$ cat src/rtl/bcd_timer_pkg.sv
// Shared types and helpers for the BCD game timer.
//   bcd_digit_t : one packed BCD digit
//   BCD_MAX     : largest legal digit value (9)
//   BCD_ZERO    : smallest digit value (0)
//   bcd_clamp() : forces an illegal digit (A..F) down to 9
package bcd_timer_pkg;

  typedef logic [3:0] bcd_digit_t;

  localparam bcd_digit_t BCD_MAX  = 4'd9;
  localparam bcd_digit_t BCD_ZERO = 4'd0;

  function automatic bcd_digit_t bcd_clamp(input bcd_digit_t d);
    return (d > BCD_MAX) ? BCD_MAX : d;
  endfunction

endpackage

$ cat src/rtl/bcd_digit_step.sv
// Combinational single-digit BCD increment/decrement cell.
// Ports:
//   i_digit : current digit value
//   i_en    : carry (up) or borrow (down) in from the next-lower digit
//   i_down  : 0 = increment, 1 = decrement
//   o_digit : next digit value
//   o_carry : carry/borrow out to the next-higher digit
module bcd_digit_step
  import bcd_timer_pkg::*;
(
  input  logic [3:0] i_digit,
  input  logic       i_en,
  input  logic       i_down,
  output logic [3:0] o_digit,
  output logic       o_carry
);

  always_comb begin
    o_digit = i_digit;
    o_carry = 1'b0;
    if (i_en) begin
      if (i_down) begin
        o_carry = (i_digit == BCD_ZERO);
        o_digit = (i_digit == BCD_ZERO) ? BCD_MAX : i_digit - 4'd1;
      end else begin
        o_carry = (i_digit == BCD_MAX);
        o_digit = (i_digit == BCD_MAX) ? BCD_ZERO : i_digit + 4'd1;
      end
    end
  end

endmodule

$ cat src/rtl/bcd_game_timer.sv
// Packed-BCD game timer with prescaler, up/down mode, pause, lap capture and
// sticky expiry. All outputs are registered.
// Ports:
//   system_clock_in : clock
//   reset_in        : asynchronous active-high reset
//   clear_in        : synchronous clear/load strobe (latches mode_down_in)
//   run_in          : count enable, low pauses the prescaler
//   mode_down_in    : 0 = count up, 1 = count down (sampled on clear_in)
//   load_bcd_in     : countdown start value (digits > 9 clamp to 9)
//   lap_in          : lap capture strobe
//   time_bcd_out    : current time, digit 0 in [3:0]
//   lap_bcd_out     : last captured lap time
//   lap_valid_out   : one-cycle pulse on lap capture
//   tick_out        : one-cycle pulse after each time step
//   expired_out     : sticky terminal-count flag
module bcd_game_timer
  import bcd_timer_pkg::*;
#(
  parameter int unsigned DIGITS   = 8,
  parameter int unsigned TICK_DIV = 65_000_000,
  parameter int unsigned DIV_W    = $clog2(TICK_DIV)
) (
  input  logic                  system_clock_in,
  input  logic                  reset_in,
  input  logic                  clear_in,
  input  logic                  run_in,
  input  logic                  mode_down_in,
  input  logic [4*DIGITS-1:0]   load_bcd_in,
  input  logic                  lap_in,
  output logic [4*DIGITS-1:0]   time_bcd_out,
  output logic [4*DIGITS-1:0]   lap_bcd_out,
  output logic                  lap_valid_out,
  output logic                  tick_out,
  output logic                  expired_out
);

  localparam logic [DIV_W-1:0] PRE_MAX = DIV_W'(TICK_DIV - 1);

  logic [DIV_W-1:0]    r_prescale;
  logic                r_mode_down;
  logic [4*DIGITS-1:0] r_time;
  logic [4*DIGITS-1:0] r_lap;
  logic                r_lap_valid;
  logic                r_tick;
  logic                r_expired;

  logic [4*DIGITS-1:0] w_time_next;
  logic [4*DIGITS-1:0] w_load_clamped;
  logic [4*DIGITS-1:0] w_all_nines;
  logic [DIGITS:0]     w_carry;
  logic                w_load_zero;
  logic                w_terminal;

  // Ripple chain: digit 0 always steps, higher digits step on carry/borrow.
  assign w_carry[0] = 1'b1;

  for (genvar g = 0; g < DIGITS; g++) begin : g_digit
    bcd_digit_step u_step (
      .i_digit (r_time[4*g +: 4]),
      .i_en    (w_carry[g]),
      .i_down  (r_mode_down),
      .o_digit (w_time_next[4*g +: 4]),
      .o_carry (w_carry[g+1])
    );
    assign w_load_clamped[4*g +: 4] = bcd_clamp(load_bcd_in[4*g +: 4]);
    assign w_all_nines[4*g +: 4]    = BCD_MAX;
  end

  assign w_load_zero = (w_load_clamped == '0);

  // Terminal value reached on this step. The top carry/borrow can only fire
  // past the terminal value, which expiry already prevents; it is folded in
  // so a wrap could never go unflagged.
  assign w_terminal = (r_mode_down ? (w_time_next == '0) : (w_time_next == w_all_nines))
                      | w_carry[DIGITS];

  always_ff @(posedge system_clock_in or posedge reset_in) begin
    if (reset_in) begin
      r_prescale  <= '0;
      r_mode_down <= 1'b0;
      r_time      <= '0;
      r_lap       <= '0;
      r_lap_valid <= 1'b0;
      r_tick      <= 1'b0;
      r_expired   <= 1'b0;
    end else begin
      r_tick      <= 1'b0;
      r_lap_valid <= 1'b0;
      if (clear_in) begin
        // Clear wins over lap and step on the same edge.
        r_mode_down <= mode_down_in;
        r_prescale  <= '0;
        if (mode_down_in) begin
          r_time    <= w_load_clamped;
          r_expired <= w_load_zero;
        end else begin
          r_time    <= '0;
          r_expired <= 1'b0;
        end
      end else begin
        if (lap_in) begin
          r_lap       <= r_time;
          r_lap_valid <= 1'b1;
        end
        if (run_in && !r_expired) begin
          if (r_prescale == PRE_MAX) begin
            r_prescale <= '0;
            r_time     <= w_time_next;
            r_tick     <= 1'b1;
            if (w_terminal) begin
              r_expired <= 1'b1;
            end
          end else begin
            r_prescale <= r_prescale + 1'b1;
          end
        end
      end
    end
  end

  assign time_bcd_out  = r_time;
  assign lap_bcd_out   = r_lap;
  assign lap_valid_out = r_lap_valid;
  assign tick_out      = r_tick;
  assign expired_out   = r_expired;

endmodule

$ cat config.mk
export PLATFORM = sky130hd
export DESIGN_NAME = bcd_game_timer
export DESIGN_NICKNAME = d
export VERILOG_FILES = /design/src/rtl/bcd_timer_pkg.sv /design/src/rtl/bcd_digit_step.sv /design/src/rtl/bcd_game_timer.sv
export SDC_FILE = /design/constraint.sdc
export NUM_CORES = 1
export LEC_CHECK = 0
export BUFFER_PORTS_ARGS = -buffer_cell sky130_fd_sc_hd__buf_2
export CAP_MARGIN = 20
export CELL_PAD_IN_SITES_DETAIL_PLACEMENT = 1
export CELL_PAD_IN_SITES_GLOBAL_PLACEMENT = 2
export CORE_MARGIN = 3
export CORE_UTILIZATION = 34
export DETAILED_ROUTE_END_ITERATION = 6
export GPL_TIMING_DRIVEN = 1
export HOLD_SLACK_MARGIN = 0.02
export PLACE_DENSITY = 0.84
export SLEW_MARGIN = 25
export SYNTH_ARGS = -nofsm -noshare
export SYNTH_HDL_FRONTEND = slang
export SYNTH_SLANG_ARGS = --single-unit
$ cat constraint.sdc
create_clock -name system_clock_in -period 4 [get_ports system_clock_in]
set_input_delay 0.6 -clock system_clock_in [delete_from_list [all_inputs] [get_ports system_clock_in]]
set_output_delay 0.6 -clock system_clock_in [all_outputs]
set_load 0.01 [all_outputs]
==> impl_results.html, run 1 <==
<table>
<tr><th>Metric</th><th>Value</th></tr>
<tr><th colspan="2">Status</th></tr>
<tr><td>Outcome</td><td>finished, final reports clean</td></tr>
<tr><th colspan="2">Logic synthesis</th></tr>
<tr><td>Async set-or-reset flop fraction in the synthesized netlist</td><td>1.00</td></tr>
<tr><td>Area share of the leading cell type in the synthesized netlist</td><td>0.375</td></tr>
<tr><td>Syn Inst Count</td><td>750</td></tr>
<tr><td>Cell types with the largest area share after synthesis</td><td>sky130_fd_sc_hd__dfrtp_1 38%, sky130_fd_sc_hd__mux2_2 5.9%, sky130_fd_sc_hd__nor2_1 5.0%</td></tr>
<tr><td>Number of synthesized flops with an enable pin</td><td>0</td></tr>
<tr><td>Mapped cell area</td><td>between 0.006 and 0.007 mm2</td></tr>
<tr><td>Most frequently used flop master after synthesis</td><td>sky130_fd_sc_hd__dfrtp_1</td></tr>
<tr><td>Avg Inst Size Synth</td><td>between 8 and 9 um2</td></tr>
<tr><td>Sequential element share of the synthesized area</td><td>0.375</td></tr>
<tr><td>Netlist cell types</td><td>75</td></tr>
<tr><td>Top cell types by occurrence after synthesis</td><td>94 x sky130_fd_sc_hd__dfrtp_1, 83 x sky130_fd_sc_hd__nor2_1, 62 x sky130_fd_sc_hd__o21ai_0</td></tr>
<tr><td>Count of synthesis-stage warnings from yosys</td><td>0</td></tr>
<tr><td>Net count after synthesis</td><td>789</td></tr>
<tr><td>Total of flip-flops plus latches after synthesis</td><td>94</td></tr>
<tr><td>Cell type with the highest aggregate area in the netlist</td><td>sky130_fd_sc_hd__dfrtp_1</td></tr>
<tr><td>Most repeated cell in the gate-level netlist after synthesis</td><td>sky130_fd_sc_hd__dfrtp_1</td></tr>
<tr><th colspan="2">Critical path</th></tr>
<tr><td>Data arrival, critical path</td><td>a little under 4 ns</td></tr>
<tr><td>Cell depth of the worst setup path</td><td>10</td></tr>
<tr><td>Element type at the critical path end</td><td>flip-flop</td></tr>
<tr><td>Crit start category</td><td>flip-flop</td></tr>
<tr><td>Max Fanout on Critical Path</td><td>22</td></tr>
<tr><td>Start of the worst register-to-register path</td><td>r_mode_down</td></tr>
<tr><td>R2r worst-path depth</td><td>10</td></tr>
<tr><td>Setup slack, reg-to-reg</td><td>about 0.36 ns</td></tr>
<tr><td>Crit path launch</td><td>r_mode_down</td></tr>
<tr><td>Kind of critical path</td><td>flip-flop to flip-flop</td></tr>
<tr><td>Endpoint of the most critical register-to-register path</td><td>expired_out</td></tr>
<tr><td>Number of buffers and inverters on the critical path</td><td>1</td></tr>
<tr><td>WP data required</td><td>between 4 and 5 ns</td></tr>
<tr><td>Top delay family on crit path</td><td>simple AND/OR/NAND/NOR gates</td></tr>
<tr><td>Slowest-stage cell, CP</td><td>sky130_fd_sc_hd__dfrtp_2</td></tr>
<tr><td>End point of the critical path</td><td>expired_out</td></tr>
<tr><td>Slowest cell delay on critical path</td><td>around 0.61 ns</td></tr>
<tr><td>List of cells traversed by the critical path</td><td>buf_4 &gt; nor3b_2 &gt; o22a_1 &gt; and4_1 &gt; nand2_4 &gt; o21a_1 &gt; a41o_1 &gt; or4_1 &gt; nor4_1 &gt; a21o_1</td></tr>
<tr><th colspan="2">Timing</th></tr>
<tr><td>Peak Freq</td><td>approximately 0.27 GHz</td></tr>
<tr><td>Final-report setup violation count</td><td>0</td></tr>
<tr><td>Least-Margin Pin Slew</td><td>around 0.65 ns</td></tr>
<tr><td>Rel. slew slack</td><td>0.570</td></tr>
<tr><td>Unrepaired setup endpoints after global routing</td><td>false</td></tr>
<tr><td>Shortest clock period the worst path allows after layout</td><td>around 3.6 ns</td></tr>
<tr><td>Final critical-path share of the clock period</td><td>0.909</td></tr>
<tr><td>Setup_tns</td><td>0 ns</td></tr>
<tr><td>Hold violation count in the final report</td><td>0</td></tr>
<tr><td>Count of final max-slew check failures</td><td>0</td></tr>
<tr><td>Worst-case clock skew</td><td>around 0.0061 ns</td></tr>
<tr><th colspan="2">Global route</th></tr>
<tr><td>Total grt overflow</td><td>0</td></tr>
<tr><td>Pin count of the biggest net entering global routing</td><td>44</td></tr>
<tr><td>Number of antenna violations at the first check in global routing</td><td>0</td></tr>
<tr><td>Via count of the first global-routing pass</td><td>6,474</td></tr>
<tr><td>Overall fraction of global-route tracks in use</td><td>0.218</td></tr>
<tr><td>Global-route wire length before repair</td><td>roughly 35,000 um</td></tr>
<tr><th colspan="2">Routing</th></tr>
<tr><td>Highest Signal Layer</td><td>met4</td></tr>
<tr><td>Detailed router's first-iteration violation count</td><td>303</td></tr>
<tr><td>Total length of routed met2 wires</td><td>between 10,000 and 15,000 um</td></tr>
<tr><td>Detailed-route wire length</td><td>around 22,000 um</td></tr>
<tr><td>Wire length per cell after detailed routing</td><td>between 20 and 25 um</td></tr>
<tr><td>First-pass iteration count of the detailed router</td><td>4</td></tr>
<tr><td>Met3 wire length</td><td>937 um</td></tr>
<tr><td>Met1 Wirelength</td><td>about 9800 um</td></tr>
<tr><td>Remaining DRCs</td><td>0</td></tr>
<tr><td>Post-DR vias/cell</td><td>roughly 6</td></tr>
<tr><td>Via total after detailed routing</td><td>6,255</td></tr>
<tr><td>Remaining antenna violation count after routing</td><td>0</td></tr>
<tr><th colspan="2">Floorplan</th></tr>
<tr><td>Die boundary height</td><td>approximately 140 um</td></tr>
<tr><td>I/O Pins</td><td>approximately 110</td></tr>
<tr><td>Rows</td><td>49</td></tr>
<tr><td>Initial standard-cell utilization of the core</td><td>0.348</td></tr>
<tr><td>Placeable core area</td><td>0.0180 mm2</td></tr>
<tr><td>Die Outline Area</td><td>around 0.020 mm2</td></tr>
<tr><td>Die width</td><td>approximately 140 um</td></tr>
<tr><th colspan="2">CTS</th></tr>
<tr><td>Clock root buffer</td><td>sky130_fd_sc_hd__clkbuf_16</td></tr>
<tr><td>Clock slew at reported path FFs</td><td>approximately 0.070 ns</td></tr>
<tr><td>Number of buffers added by the clock tree synthesis step</td><td>9</td></tr>
<tr><td>Maximum clock path buffer count</td><td>2</td></tr>
<tr><td>TritonCTS sink count</td><td>between 90 and 100</td></tr>
<tr><td>Clock latency on the worst-skew pair</td><td>between 0.3 and 0.4 ns</td></tr>
<tr><td>H-Tree Depth</td><td>3</td></tr>
<tr><td>CTS tree</td><td>built</td></tr>
<tr><td>Post-cts sizing count</td><td>0</td></tr>
<tr><th colspan="2">Final layout</th></tr>
<tr><td>Area Growth Syn to Fin</td><td>16.2%</td></tr>
<tr><td>Post-route non-filler standard cell count</td><td>~1,100</td></tr>
<tr><td>Fraction of layout cells with a size suffix above 1</td><td>0.231</td></tr>
<tr><td>Design Area, Final</td><td>0.00729 mm2</td></tr>
<tr><td>NumNets Final</td><td>roughly 860</td></tr>
<tr><td>Number of inserted diodes</td><td>0</td></tr>
<tr><th colspan="2">Place</th></tr>
<tr><td>Placed cell count</td><td>between 1,000 and 1,500</td></tr>
<tr><td>Placement-stage cell area</td><td>between 0.006 and 0.007 mm2</td></tr>
<tr><td>PortBufs</td><td>104</td></tr>
<tr><td>Detailed placement HPWL</td><td>roughly 16,000 um</td></tr>
<tr><td>Final RePlAce weighted congestion</td><td>0.924</td></tr>
<tr><th colspan="2">Min path</th></tr>
<tr><td>Hold/Removal Path Class</td><td>primary input to asynchronous set/reset pin</td></tr>
<tr><th colspan="2">Power and ir drop</th></tr>
<tr><td>Power per cell area</td><td>roughly 410 mW/mm2</td></tr>
<tr><td>Pleak</td><td>just over 3 nW</td></tr>
<tr><td>Maximum ir drop on the vdd rail</td><td>between 0.0002 and 0.00025 V</td></tr>
<tr><th colspan="2">Flow run</th></tr>
<tr><td>MaxCap Viol Count</td><td>0</td></tr>
</table>
layer usage:
metal	global-route usage	vias up
met5	0	-
met1	0.281	3181
met4	0.0889	0
met2	0.365	140
li1	-	2897
met3	0.0354	37
sequential cells by signal, summed over array words and instances, names as in the netlist:
| register | count |
|---|---|
| expired_out | 1 |
| lap_bcd_out | 32 |
| lap_valid_out | 1 |
| r_mode_down | 1 |
| r_prescale | 26 |
| tick_out | 1 |
| time_bcd_out | 32 |
what timing repair did:
action | in CTS | in global routing
hold buffers | 0 | 0
setup buffers | 0 | 4
endpoints found under the setup margin | 0 | 2
final cells by class:
type                       instances  area (um2)
clock buffer                      12         256
clock inverter                     3        20.0
fill                            2201       10700
inverter                          19        73.8
multi-input combinational        574        3610
sequential                        94        2350
tap                              229         287
timing repair buffer             126         686
worst min-delay path by stage:
stage / start / slack (ns) / cells past startpoint / end
finish: reset_in / 0.20 / 2 / lap_bcd_out[3]
global placement: r_prescale[25] / 0.47 / 1 / r_prescale[25]
CTS: reset_in / 0.20 / 2 / r_prescale[4]
global route: reset_in / 0.21 / 2 / lap_bcd_out[2]
floorplan: r_prescale[21] / 0.45 / 1 / r_prescale[21]
detailed placement: r_prescale[25] / 0.48 / 1 / r_prescale[25]
through the flow:
stage / utilization / hold WS (ns) / worst slack, ns / total power (W)
CTS: 0.403 / 0.197 / 0.224 / 0.00304
finish: 0.404 / 0.197 / 0.363 / 0.00301
global route: 0.404 / 0.210 / 0.186 / 0.00320
detailed placement: 0.387 / 0.477 / 0.258 / 0.00219
floorplan: - / 0.450 / 0.951 / 0.00183
global placement: 0.387 / 0.473 / 0.400 / 0.00215
power breakdown:
| group | internal, W | switching, W | leakage, nW |
|---|---|---|---|
| logic | 0.000376 | 0.000508 | 1.78 |
| clock network | 0.000452 | 0.000386 | 0.131 |
| registers | 0.00108 | 0.000209 | 1.19 |
| total | 0.00190 | 0.00110 | 3.10 |
cell families (layout without fill, tap and decap cells):
family | after synthesis | in the layout | synth area share
flip-flops | 94 | 94 | 0.375
buffers and inverters | 82 | 160 | 0.0515
multiplexers | 37 | 37 | 0.0656
AND/OR/NAND/NOR | 275 | 275 | 0.226
AO/OA/AOI/OAI | 228 | 228 | 0.234
XOR/XNOR | 33 | 33 | 0.0461
adder cells (fa/ha/maj) | 1 | 1 | 0.00199
cell usage in the layout, fill, tap and decap left out, types with 4 or more instances in the layout:
cell / n
sky130_fd_sc_hd__nand3b_1: 6
sky130_fd_sc_hd__nor2b_1: 15
sky130_fd_sc_hd__nor2_1: 83
sky130_fd_sc_hd__inv_1: 16
sky130_fd_sc_hd__nand3_1: 26
sky130_fd_sc_hd__buf_4: 22
sky130_fd_sc_hd__xnor2_1: 11
sky130_fd_sc_hd__o31ai_1: 7
sky130_fd_sc_hd__a221oi_1: 12
sky130_fd_sc_hd__nand2_1: 50
sky130_fd_sc_hd__o21a_1: 9
sky130_fd_sc_hd__and2_1: 4
sky130_fd_sc_hd__clkbuf_16: 9
sky130_fd_sc_hd__or4_1: 4
sky130_fd_sc_hd__dfrtp_1: 93
sky130_fd_sc_hd__xor2_1: 22
sky130_fd_sc_hd__a22o_1: 5
sky130_fd_sc_hd__nand2b_1: 6
sky130_fd_sc_hd__mux2i_1: 4
sky130_fd_sc_hd__a21oi_1: 58
sky130_fd_sc_hd__o22ai_1: 10
sky130_fd_sc_hd__o21ai_0: 62
sky130_fd_sc_hd__or2_2: 4
sky130_fd_sc_hd__o221ai_1: 6
sky130_fd_sc_hd__nand4_1: 19
sky130_fd_sc_hd__o41ai_1: 5
sky130_fd_sc_hd__nor4_1: 15
sky130_fd_sc_hd__nor3_1: 12
sky130_fd_sc_hd__mux2_2: 33
sky130_fd_sc_hd__buf_2: 104
sky130_fd_sc_hd__and3_1: 9
sky130_fd_sc_hd__o31a_1: 8
sky130_fd_sc_hd__a211oi_1: 5
sky130_fd_sc_hd__a31oi_1: 10
Note: power is estimated with default switching activity, not from simulation.
==> run 2, diff against run 1 <==
Settings changed: CORE_UTILIZATION 34 to 35, PLACE_DENSITY 0.84 to 0.82, SYNTH_HIERARCHICAL from default to 1.
==> impl_results.html, run 2 <==
<table>
<tr><th>Metric</th><th>Value</th></tr>
<tr><th colspan="2">Logic synthesis</th></tr>
<tr><td>Number of synthesized flops with an enable pin</td><td>0</td></tr>
<tr><td>Most repeated cell in the gate-level netlist after synthesis</td><td>sky130_fd_sc_hd__dfrtp_1</td></tr>
<tr><td>Cell types with the largest area share after synthesis</td><td>sky130_fd_sc_hd__dfrtp_1 39%, sky130_fd_sc_hd__mux2_2 6.2%, sky130_fd_sc_hd__mux2i_1 5.3%</td></tr>
<tr><td>Total of flip-flops plus latches after synthesis</td><td>94</td></tr>
<tr><td>Top cell types by occurrence after synthesis</td><td>94 x sky130_fd_sc_hd__dfrtp_1, 52 x sky130_fd_sc_hd__nor2_1, 41 x sky130_fd_sc_hd__nand2_1</td></tr>
<tr><td>Most frequently used flop master after synthesis</td><td>sky130_fd_sc_hd__dfrtp_1</td></tr>
<tr><td>Netlist cell types</td><td>58</td></tr>
<tr><td>Sequential element share of the synthesized area</td><td>0.392</td></tr>
<tr><td>Avg Inst Size Synth</td><td>slightly below 10 um2</td></tr>
<tr><td>Area share of the leading cell type in the synthesized netlist</td><td>0.392</td></tr>
<tr><td>Async set-or-reset flop fraction in the synthesized netlist</td><td>1.00</td></tr>
<tr><td>Count of synthesis-stage warnings from yosys</td><td>6</td></tr>
<tr><td>Mapped cell area</td><td>0.00601 mm2</td></tr>
<tr><td>Syn Inst Count</td><td>604</td></tr>
<tr><td>Cell type with the highest aggregate area in the netlist</td><td>sky130_fd_sc_hd__dfrtp_1</td></tr>
<tr><th colspan="2">Final layout</th></tr>
<tr><td>Fraction of layout cells with a size suffix above 1</td><td>0.304</td></tr>
<tr><td>NumNets Final</td><td>773</td></tr>
<tr><td>Area Growth Syn to Fin</td><td>22.7%</td></tr>
<tr><td>Design Area, Final</td><td>~0.0074 mm2</td></tr>
<tr><td>Count of filler cells inserted in the layout</td><td>~1,900</td></tr>
<tr><td>Most common library cell in the layout ignoring fill and taps</td><td>sky130_fd_sc_hd__buf_2</td></tr>
<tr><td>Most frequent cells in the layout</td><td>104 x sky130_fd_sc_hd__buf_2, 93 x sky130_fd_sc_hd__dfrtp_1, 52 x sky130_fd_sc_hd__nor2_1</td></tr>
<tr><td>Number of inserted diodes</td><td>0</td></tr>
<tr><th colspan="2">Critical path</th></tr>
<tr><td>Data arrival, critical path</td><td>about 4.2 ns</td></tr>
<tr><td>Start of the worst register-to-register path</td><td>r_mode_down</td></tr>
<tr><td>Crit start category</td><td>flip-flop</td></tr>
<tr><td>Max Fanout on Critical Path</td><td>3</td></tr>
<tr><td>Kind of critical path</td><td>flip-flop to flip-flop</td></tr>
<tr><td>Endpoint of the most critical register-to-register path</td><td>expired_out</td></tr>
<tr><td>WP data required</td><td>approximately 4.2 ns</td></tr>
<tr><td>R2r worst-path depth</td><td>21</td></tr>
<tr><td>Element type at the critical path end</td><td>flip-flop</td></tr>
<tr><td>Setup slack, reg-to-reg</td><td>roughly 0.039 ns</td></tr>
<tr><th colspan="2">Floorplan</th></tr>
<tr><td>Die Outline Area</td><td>between 0.015 and 0.02 mm2</td></tr>
<tr><td>I/O Pins</td><td>between 100 and 150</td></tr>
<tr><td>Placeable core area</td><td>roughly 0.017 mm2</td></tr>
<tr><td>Die width</td><td>137 um</td></tr>
<tr><td>Die boundary height</td><td>137 um</td></tr>
<tr><td>Initial standard-cell utilization of the core</td><td>0.360</td></tr>
<tr><td>Rows</td><td>47</td></tr>
<tr><th colspan="2">Global route</th></tr>
<tr><td>Number of antenna violations at the first check in global routing</td><td>0</td></tr>
<tr><td>Via count of the first global-routing pass</td><td>5,533</td></tr>
<tr><td>Pin count of the biggest net entering global routing</td><td>60</td></tr>
<tr><td>Global Route met1 Usage</td><td>0.267</td></tr>
<tr><td>Overall fraction of global-route tracks in use</td><td>0.203</td></tr>
<tr><td>Total grt overflow</td><td>0</td></tr>
<tr><td>Global-route wire length before repair</td><td>just under 30,000 um</td></tr>
<tr><td>Met3 track demand over resource</td><td>0.0404</td></tr>
<tr><td>GR Layer Usage met2</td><td>0.339</td></tr>
<tr><td>Peak-usage layer in the global routing report</td><td>met2</td></tr>
<tr><th colspan="2">Timing</th></tr>
<tr><td>Post-route worst hold slack</td><td>around 0.39 ns</td></tr>
<tr><td>Rel. slew slack</td><td>0.505</td></tr>
<tr><td>Hold violation count in the final report</td><td>0</td></tr>
<tr><td>Worst-case clock skew</td><td>about 0.0052 ns</td></tr>
<tr><td>Count of final max-slew check failures</td><td>0</td></tr>
<tr><td>Unrepaired setup endpoints after global routing</td><td>true</td></tr>
<tr><td>Shortest clock period the worst path allows after layout</td><td>between 3 and 4 ns</td></tr>
<tr><td>Setup_tns</td><td>0 ns</td></tr>
<tr><td>Final critical-path share of the clock period</td><td>0.990</td></tr>
<tr><td>Min setup slack post-route</td><td>~0.039 ns</td></tr>
<tr><td>Least-Margin Pin Slew</td><td>between 0.7 and 0.8 ns</td></tr>
<tr><td>Peak Freq</td><td>0.252 GHz</td></tr>
<tr><td>Final-report setup violation count</td><td>0</td></tr>
<tr><th colspan="2">Routing</th></tr>
<tr><td>Via total after detailed routing</td><td>roughly 5,300</td></tr>
<tr><td>Detailed router's first-iteration violation count</td><td>approximately 250</td></tr>
<tr><td>Post-DR vias/cell</td><td>~5.5</td></tr>
<tr><td>Wire length per cell after detailed routing</td><td>19.4 um</td></tr>
<tr><td>Remaining DRCs</td><td>0</td></tr>
<tr><td>First-pass iteration count of the detailed router</td><td>4</td></tr>
<tr><td>Detailed-route wire length</td><td>approximately 19,000 um</td></tr>
<tr><td>Remaining antenna violation count after routing</td><td>0</td></tr>
<tr><th colspan="2">Power and ir drop</th></tr>
<tr><td>Power per cell area</td><td>approximately 340 mW/mm2</td></tr>
<tr><td>Maximum ir drop on the vdd rail</td><td>0.000182 V</td></tr>
<tr><td>Pleak</td><td>between 3 and 4 nW</td></tr>
<tr><th colspan="2">Place</th></tr>
<tr><td>Worst Setup Slack post-DPL</td><td>-0.0207 ns</td></tr>
<tr><td>Final RePlAce weighted congestion</td><td>around 0.89</td></tr>
<tr><td>Placement-stage cell area</td><td>roughly 0.0069 mm2</td></tr>
<tr><td>PortBufs</td><td>between 100 and 150</td></tr>
<tr><td>Detailed placement HPWL</td><td>about 14,000 um</td></tr>
<tr><th colspan="2">CTS</th></tr>
<tr><td>TritonCTS sink count</td><td>between 90 and 100</td></tr>
<tr><td>Number of buffers added by the clock tree synthesis step</td><td>9</td></tr>
<tr><td>Clock latency on the worst-skew pair</td><td>roughly 0.35 ns</td></tr>
<tr><td>Clock root buffer</td><td>sky130_fd_sc_hd__clkbuf_16</td></tr>
<tr><td>Maximum clock path buffer count</td><td>2</td></tr>
<tr><td>CTS tree</td><td>built</td></tr>
<tr><td>H-Tree Depth</td><td>3</td></tr>
<tr><td>Clock slew at reported path FFs</td><td>about 0.060 ns</td></tr>
<tr><td>Count of hold-fix buffers inserted at cts</td><td>0</td></tr>
<tr><th colspan="2">Status</th></tr>
<tr><td>Outcome</td><td>finished, final reports clean</td></tr>
<tr><th colspan="2">Flow run</th></tr>
<tr><td>MaxCap Viol Count</td><td>0</td></tr>
<tr><th colspan="2">Min path</th></tr>
<tr><td>Hold/Removal Path Class</td><td>primary input to asynchronous set/reset pin</td></tr>
</table>
-- run 2: cell count changes in the layout (fill, tap and decap cells not counted), sizes merged, moves of 12 or more --
cell     before  now
nand2b        6   18
mux2i         4   32
a21oi        59   18
a221oi       12    0
nor2         83   53
and3b         4   16
nor2b        16    2
o21ai        65   46
nand3        26    7
o2bb2ai       1   21
buf         126  139
-- run 2: through the flow --
step	cells	util	power, W
3_3_place_gp	935	0.415	0.00159
4_1_cts	956	0.437	0.00256
2_1_floorplan	610	-	0.00141
3_5_place_dp	935	0.415	0.00161
6_report	959	0.441	0.00253
5_1_grt	959	0.441	0.00266
-- run 2: worst max-delay path by stage --
stage,start,end,slack (ns),depth (start not counted)
final,r_mode_down,expired_out,0.04,21
after global routing,r_mode_down,expired_out,-0.28,21
after CTS,r_mode_down,expired_out,0.008,22
after detailed placement,r_mode_down,expired_out,-0.02,22
after global placement,r_mode_down,expired_out,0.14,20
after floorplan,r_mode_down,expired_out,-0.74,21
-- run 2: kinds of logic after synthesis --
| kind of cell | count (synthesis) | synth area share |
|---|---|---|
| multiplexers | 65 | 0.115 |
| flip-flops | 94 | 0.392 |
| AND/OR/NAND/NOR | 222 | 0.216 |
| XOR/XNOR | 45 | 0.0756 |
| buffers and inverters | 38 | 0.0394 |
| other | 1 | 0.000624 |
| AO/OA/AOI/OAI | 138 | 0.159 |
| adder cells (fa/ha/maj) | 1 | 0.00208 |
-- run 2: cell type report --
type	count	area [um2]	share of cell area
Timing Repair Buffer	139	800	0.108
Inverter	12	47.5	0.00645
Multi-Input combinational cell	478	3580	0.485
Clock inverter	3	67.6	0.00917
Clock buffer	13	250	0.0340
Sequential cell	94	2350	0.319
Tap cell	220	275	0.0373
-- run 2: repair_timing --
action	in CTS	in global routing
pin swaps	4	6
hold endpoints to repair	0	0
buffers inserted	5	2
setup endpoints to repair	1	1
resized for setup	2	6
-- run 2: worst max-delay path: stages, from the launching register on --
cell and delay [ns]:
sky130_fd_sc_hd__dfrtp_2 0.40, sky130_fd_sc_hd__and3b_1 0.22, sky130_fd_sc_hd__a21oi_2 0.05, sky130_fd_sc_hd__nor3_4 0.16, sky130_fd_sc_hd__nand2b_1 0.14, sky130_fd_sc_hd__nor3_4 0.15, sky130_fd_sc_hd__nand2b_1 0.13, sky130_fd_sc_hd__nor3_4 0.15
sky130_fd_sc_hd__nand2b_1 0.13, sky130_fd_sc_hd__nor3_4 0.14, sky130_fd_sc_hd__nand2b_1 0.13, sky130_fd_sc_hd__nor3_4 0.14, sky130_fd_sc_hd__nand2b_1 0.14, sky130_fd_sc_hd__nor3_4 0.19, sky130_fd_sc_hd__buf_4 0.15, sky130_fd_sc_hd__nand2b_1 0.06
sky130_fd_sc_hd__o2bb2ai_2 0.17, sky130_fd_sc_hd__nand4_1 0.11, sky130_fd_sc_hd__or4_1 0.53, sky130_fd_sc_hd__o22ai_2 0.18, sky130_fd_sc_hd__a21oi_1 0.08, sky130_fd_sc_hd__o41ai_1 0.28
-- run 2: power breakdown --
part / internal [W] / switching, W / leakage (nW)
combinational: 0.000217 / 0.000274 / 2.07
clock: 0.000566 / 0.000369 / 0.150
sequential: 0.00102 / 0.0000870 / 1.25
total: 0.00180 / 0.000731 / 3.47
-- run 2: metal layers --
metal | up-vias | share of wire
met3 | 32 | 0.047
met4 | 0 | 0.019
met2 | 110 | 0.49
met1 | 2669 | 0.44
met5 | - | 0
li1 | 2479 | -
